--- config.mk ---
export PLATFORM = sky130hd
export DESIGN_NAME = mant_product_normalizer
export DESIGN_NICKNAME = d
export VERILOG_FILES = /design/src/rtl/mant_product_normalizer.sv
export SDC_FILE = /design/constraint.sdc
export NUM_CORES = 1
export LEC_CHECK = 0
export ABC_CLOCK_PERIOD_IN_PS = 2750
export BUFFER_PORTS_ARGS = -buffer_cell sky130_fd_sc_hd__buf_2
export CAP_MARGIN = 15
export CORE_ASPECT_RATIO = 0.5
export CORE_MARGIN = 3
export CORE_UTILIZATION = 47
export CTS_CLUSTER_SIZE = 14
export DETAILED_ROUTE_END_ITERATION = 7
export PLACE_DENSITY = 0.72
export SETUP_SLACK_MARGIN = 0.5
export SLEW_MARGIN = 20
export SYNTH_ARGS = -nofsm -noshare
export SYNTH_HDL_FRONTEND = slang
export SYNTH_SLANG_ARGS = --single-unit
--- constraint.sdc ---
create_clock -name clk -period 2.75 [get_ports clk]
set_clock_uncertainty 0.15 [all_clocks]
set_input_delay 0.4125 -clock clk [delete_from_list [all_inputs] [get_ports clk]]
set_output_delay 0.4125 -clock clk [all_outputs]
set_load 0.01 [all_outputs]
--- src/rtl/mant_product_normalizer.sv ---
// BF16 product normalizer: 2-stage valid/ready pipeline turning a carry-save mantissa
// product plus operand exponents/signs into a packed BF16 result. Optional macro: ROUND_NEAREST_EN.
module mant_product_normalizer #(
   parameter int EXP_BIAS = 127
) (
   input  logic        clk,
   input  logic        rst_n,
   input  logic        in_valid,
   output logic        in_ready,
   input  logic [16:0] mults,
   input  logic [16:0] multc,
   input  logic [7:0]  exp_a,
   input  logic [7:0]  exp_b,
   input  logic        sign_a,
   input  logic        sign_b,
   output logic        out_valid,
   input  logic        out_ready,
   output logic [15:0] result,
   output logic [2:0]  flags
);

   logic              ready_en;
   logic              s1_valid;
   logic              s2_valid;
   logic              in_fire;
   logic              s1_adv;

   logic [16:0]       p_sum;
   logic signed [9:0] e_sum;

   logic [16:0]       s1_p;
   logic signed [9:0] s1_e;
   logic              s1_sign;
   logic              s1_zero;
   logic              s1_special;

   logic [6:0]        mant;
   logic [7:0]        mant_r;
   logic signed [9:0] e_norm;
   logic signed [9:0] e_fin;
   logic [15:0]       nxt_result;
   logic [2:0]        nxt_flags;

   logic [15:0]       s2_result;
   logic [2:0]        s2_flags;

   // in_ready stays low for the first cycle after reset releases
   assign s1_adv   = s1_valid & (~s2_valid | out_ready);
   assign in_ready = ready_en & (~s1_valid | ~s2_valid | out_ready);
   assign in_fire  = in_valid & in_ready;

   assign p_sum = mults + {multc[15:0], 1'b0};
   assign e_sum = {2'b00, exp_a} + {2'b00, exp_b} - 10'(EXP_BIAS);

   always_ff @(posedge clk) begin
      if (!rst_n) begin
         ready_en <= 1'b0;
         s1_valid <= 1'b0;
         s2_valid <= 1'b0;
      end else begin
         ready_en <= 1'b1;
         if (in_fire)
            s1_valid <= 1'b1;
         else if (s1_adv)
            s1_valid <= 1'b0;
         if (s1_adv)
            s2_valid <= 1'b1;
         else if (out_ready)
            s2_valid <= 1'b0;
      end
   end

   always_ff @(posedge clk) begin
      if (in_fire) begin
         s1_p       <= p_sum;
         s1_e       <= e_sum;
         s1_sign    <= sign_a ^ sign_b;
         s1_zero    <= (exp_a == 8'h00) | (exp_b == 8'h00);
         s1_special <= (exp_a == 8'hFF) | (exp_b == 8'hFF);
      end
      if (s1_adv) begin
         s2_result <= nxt_result;
         s2_flags  <= nxt_flags;
      end
   end

`ifdef ROUND_NEAREST_EN
   logic guard;
   logic sticky;

   always_comb begin
      guard  = s1_p[15] ? s1_p[7] : s1_p[6];
      sticky = s1_p[15] ? |s1_p[6:0] : |s1_p[5:0];
      mant_r = {1'b0, mant} + {7'b0, guard & (sticky | mant[0])};
   end
`else
   always_comb begin
      mant_r = {1'b0, mant};
   end
`endif

   always_comb begin
      if (s1_p[15]) begin
         mant   = s1_p[14:8];
         e_norm = s1_e + 10'sd1;
      end else begin
         mant   = s1_p[13:7];
         e_norm = s1_e;
      end
   end

   // rounding carry-out leaves mant_r[6:0] at zero and bumps the exponent
   always_comb begin
      e_fin      = e_norm + $signed({9'b0, mant_r[7]});
      nxt_result = {s1_sign, e_fin[7:0], mant_r[6:0]};
      nxt_flags  = 3'b000;
      if (s1_special) begin
         nxt_result = 16'h7FC0;
         nxt_flags  = 3'b100;
      end else if (s1_zero) begin
         nxt_result = {s1_sign, 15'h0000};
      end else if (e_fin >= 10'sd255) begin
         nxt_result = {s1_sign, 8'hFF, 7'h00};
         nxt_flags  = 3'b010;
      end else if (e_fin <= 10'sd0) begin
         nxt_result = {s1_sign, 15'h0000};
         nxt_flags  = 3'b001;
      end
   end

   assign out_valid = s2_valid;
   assign result    = s2_valid ? s2_result : '0;
   assign flags     = s2_valid ? s2_flags  : '0;

endmodule

# After elaboration in Yosys (flattened, before gate mapping)
# Cells that the tools add are included.
[word_totals]
output_inout_bits = 21
reg_bits = 51
input_bits = 56
[op_classes]
n_reduce_logical = 7
order_cmp = 2
n_eq_ne = 2
n_mux = 14
add_sub_neg = 4
n_bitwise = 11
[op_table]
columns = ["op", "n"]
rows = [
  ["$mux W15", 3],
  ["$add A16 B16 Y16", 1],
  ["$eq A8 B8 Y1 const B", 2],
  ["$logic_not A8 Y1", 2],
  ["$mux W16", 1],
  ["$add A10 B2 Y10 const B", 1],
  ["$ge A10 B9 Y1 const B", 1],
  ["$le A10 B1 Y1 const B", 1],
  ["$mux W10", 1],
  ["$sub A9 B7 Y10 const B", 1],
  ["$add A8 B8 Y9", 1],
  ["$mux W7", 1],
  ["$mux W1", 6],
  ["$or A1 B1 Y1", 5],
  ["$reduce_bool A2 Y1", 2],
  ["$reduce_or A4 Y1", 1],
  ["$and A1 B1 Y1", 3],
  ["$mux W3", 1],
  ["$reduce_or A3 Y1", 1],
  ["$mux W2", 1],
  ["$not A1 Y1", 2],
  ["$reduce_or A2 Y1", 1],
  ["$xor A1 B1 Y1", 1],
]

# Logic depth before layout (Yosys ltp)
[logic_depth]
word_depth = 6
depth_mapped = 11
depth_no_buf = 11

# Worst setup path after synthesis
# No wires, ideal clock.
[synth_timing]
path_kind = "in2reg"
startpoint = "input exp_a[2]"
endpoint = "register s1_e[8] (data pin)"
slack_ns = 0.277
stages = 8
required_time_ns = 2.343
path_buffers = 0
arrival_ns = 2.066
setup_time_ns = 0.257
cell_sequence = "ha_1 -> ha_1 -> a21o_1 -> a21oi_1 -> nor2b_1 -> o21a_1 -> o41a_1 -> xor2_1"
[synth_between]
elab_chain_len = 2
[synth_rtl]
columns = ["element", "line", "text"]
rows = [
  ["from (decl)", "12", "input logic [7:0] exp_a,"],
  ["$add A8 B8 Y9", "53", "assign e_sum = {2'b00, exp_a} + {2'b00, exp_b} - 10'(EXP_BIAS);"],
  ["$sub A9 B7 Y10", "53", ""],
  ["via e_sum[8]", "29", "logic signed [9:0] e_sum;"],
  ["to (signal assigned)", "76", "s1_e <= e_sum;"],
  ["to (decl)", "32", "logic signed [9:0] s1_e;"],
]
# The timed path passes the listed nets, and every way through them passes these cells.
# A chain may end at the register's enable or synchronous reset.

# Worst setup path after layout
[layout_timing]
startpoint = "register s1_e[0]"
endpoint = "register s2_result[6] (data pin)"
[layout_between]
elab_chain_len = 6
elab_cells_between_ends = 7
classes_between = "1 x add/sub; 2 x order compare; 4 x mux"
[layout_rtl]
columns = ["element", "line", "text"]
rows = [
  ["$add A10 B2 Y10", "105", "e_norm = s1_e + 10'sd1;"],
  ["$mux W10 *", "103", "if (s1_p[15]) begin"],
  ["$le A10 B1 Y1", "125", "end else if (e_fin <= 10'sd0) begin"],
  ["$mux W15", "125", ""],
  ["$mux W15 *", "122", "end else if (e_fin >= 10'sd255) begin"],
  ["$mux W15 *", "120", "end else if (s1_zero) begin"],
  ["to (signal assigned)", "82", "s2_result <= nxt_result;"],
  ["to (decl)", "44", "logic [15:0] s2_result;"],
]
# Every way passes the cells marked *; elsewhere a longest branch is shown, timed or not.

==> reports/qor.yml <==
syn-num-nets: 357
dieHeight_um: 61.7
worstSkewPairLatency_ns: 0.28
io_buffers: 72
peakVddDrop_uv: 268
synth_compound_area_frac: 0.0973
ioPinCount: 77
rows: 19
setup_ws_ns: 0.321
timing.fmax_ghz: 0.412
ys_seq_area_frac: 0.443
post_drt_wl_per_cell_um: 14.7
synth_cells: 271
antenna_found_initial: 0
worstPathRequired_ns: 2.63
gp_congestion: 0.785
start_kind: "flip-flop"
yosysWarningCount: 0
area_growth_pct: 32.7
cts_tree: "yes"
critPathArrivalTime_ns: 2.31
core_um2: 5730
dp_hpwl_mm: 4.79
cts.path.max_buffers: 2
synthAdderAreaFrac: 0.131
drive_gt1_frac: 0.361
synthTopCellsByArea: "edfxtp_1 (42%), ha_1 (12%), xnor2_1 (5.1%)"
die_area_um2: 7250
synthMuxAreaShare: 0.0274
diodes: 0
synth.distinct_cells: 45
via_per_inst: 5.20
drv_slew: 0
drt-total-wl_mm: 6.62
ys_ff_latch: 44
die_w_um: 117
timing.final.crit_period_ns: 2.43
period_share: 0.883
synth_top_family_by_area: "simple AND/OR/NAND/NOR gates"
drc: 0
grt_pass1_wl_mm: 9.98
syn_area_per_cell_um2: 10.8
grt_overflow: 0
vias: 2342
drt_iter0_drc: 80
detailedRoute.firstPassIterationCount: 4
rsz0062_at_grt: "true"
drv_cap: 0
setup-tns-final_ns: 0
clk_pin_slew_ns: 0.06
whs_ns: 0.118
status: "finished, final reports clean"
setup_violations: 0
ant_nets: 0
grt_max_degree: 24
htree_levels: 2
max-slew-margin-rel: 0.348
cts_root_buf: "clkbuf_16"
clock-sinks: 44
start_util: 0.509
pwr_density_cell_nw_per_um2: 472
synth_top_area_share: 0.422
grt_pass1_vias: 2128
worst_pin_slew_ns: 0.978
gr-usage-all-layers: 0.174
ctsHoldBuffers: 0
yosys.area_share.simple: 0.197
dp_slack_ns: 0.188
yosysTopAreaCell: "edfxtp_1"
final-hold-violation-count: 0
hp-class: "primary input to flip-flop"
end_kind: "flip-flop"
power_leakage_uw: 0.00161
path_max_fanout: 7
path_class: "flip-flop to flip-flop"
cts_buffers: 5
synthXorXnorAreaFrac: 0.0810
fin_nets: 451
netlist_area_um2: 2920
flip-flops by register name (all words and copies together), names as in the netlist:
signal	flops
s1_sign	1
s1_p	9
s2_flags	3
s1_zero	1
s1_e	10
ready_en	1
s2_result	16
out_valid	1
s1_special	1
s1_valid	1
critical path, cell delays in order (launching register included):
cell	delay [ns]
edfxtp_1	0.45
ha_4	0.22
buf_6	0.12
xor2_1	0.15
nor2_1	0.20
a31oi_1	0.14
or4b_4	0.56
nand3_4	0.12
o21bai_1	0.07
cells by family after synthesis:
logic type | Yosys count
AO/OA/AOI/OAI | 44
adder cells (fa/ha/maj) | 30
XOR/XNOR | 27
buffers and inverters | 16
flip-flops | 44
multiplexers | 8
AND/OR/NAND/NOR | 102
synthesized netlist by cell type (all sizes together):
cell,number
xor2,10
o21ba,1
or3,1
nor3,7
a31oi,3
and4,1
edfxtp,41
o31ai,1
nand4,5
a21oi,12
or4,2
o21ai,13
a21boi,2
o21a,2
o211ai,1
and2,23
nand2,18
nor2,19
dfxtp,3
mux2i,8
a21o,2
o41a,2
nor2b,7
clkbuf,2
nor4,7
or4b,1
nand2b,1
ha,29
fa,1
and3,1
inv,10
o31a,1
o311ai,1
nand3b,1
o21bai,2
nand3,7
a32oi,1
buf,4
xnor2,17
nor3b,1
power breakdown:
part | switching, µW | internal (µW)
Combinational | 231 | 223
Clock | 217 | 335
Sequential | 32.8 | 790
layout by cell type, fill, tap and decap left out, types with 2 or more instances in the layout:
cell	n
o21bai_1	2
buf_4	18
nor2_1	18
a21oi_2	3
o41a_1	2
or4_1	2
dfxtp_1	3
a31oi_1	2
inv_1	10
mux2i_1	8
nor4_1	7
nand3_1	4
nor2b_1	7
clkbuf_16	5
nand2_4	2
o21a_1	2
o21ai_2	5
and2_1	22
nor3_1	6
a21oi_1	9
ha_4	6
o21ai_1	3
edfxtp_1	41
o21ai_0	4
buf_6	3
buf_8	2
buf_2	70
nand2_1	16
ha_1	23
xnor2_1	17
a21o_1	2
xor2_1	9
clkbuf_1	2
nand3_4	2
nand4_1	4
through the flow:
| stage | util | cells | power, µW | cell area [µm²] |
|---|---|---|---|---|
| 2_1_floorplan | - | 271 | 1080 | 2960 |
| 4_1_cts | 0.653 | 446 | 1800 | 3740 |
| 3_3_place_gp | 0.596 | 424 | 1180 | 3420 |
| 5_1_grt | 0.676 | 450 | 1910 | 3870 |
| 3_5_place_dp | 0.596 | 424 | 1200 | 3420 |
| 6_report | 0.676 | 450 | 1830 | 3870 |
final cells by class:
cell class	instances	area (µm²)
flip-flops and latches	44	1290
multi-input cells	211	1750
fillers	428	1860
inverters	10	37.5
well taps	84	105
repair buffers	93	549
clock buffers	7	133
clock inverters	1	5.00
path summary, 6_finish.rpt:
check	startpoint	end	slack, ns	depth (start not counted)
max	s1_e[0]$_DFFE_PP_	s2_result[6]$_SDFFCE_PP1P_	0.32	8
min	rst_n	ready_en$_DFF_P_	0.12	1
max reg2reg	s1_e[0]$_DFFE_PP_	s2_result[6]$_SDFFCE_PP1P_	0.32	8
min reg2reg	s1_valid$_SDFFE_PN0P_	out_valid$_SDFFE_PN0P_	0.36	1
routing by layer:
layer | GRT usage | vias up | wire length, µm
met1 | 0.230 | 1050 | 3160
met2 | 0.280 | 96 | 2840
met3 | 0.0524 | 14 | 479
met5 | 0 | - | 0
li1 | - | 1182 | -
met4 | 0.0618 | 0 | 138
repair_timing:
action                     CTS  global route
setup endpoints to repair   18            20
pin swaps                   11            18
resized for setup           22            23
buffers inserted            14             4
Power figures use the tool's default switching activity.
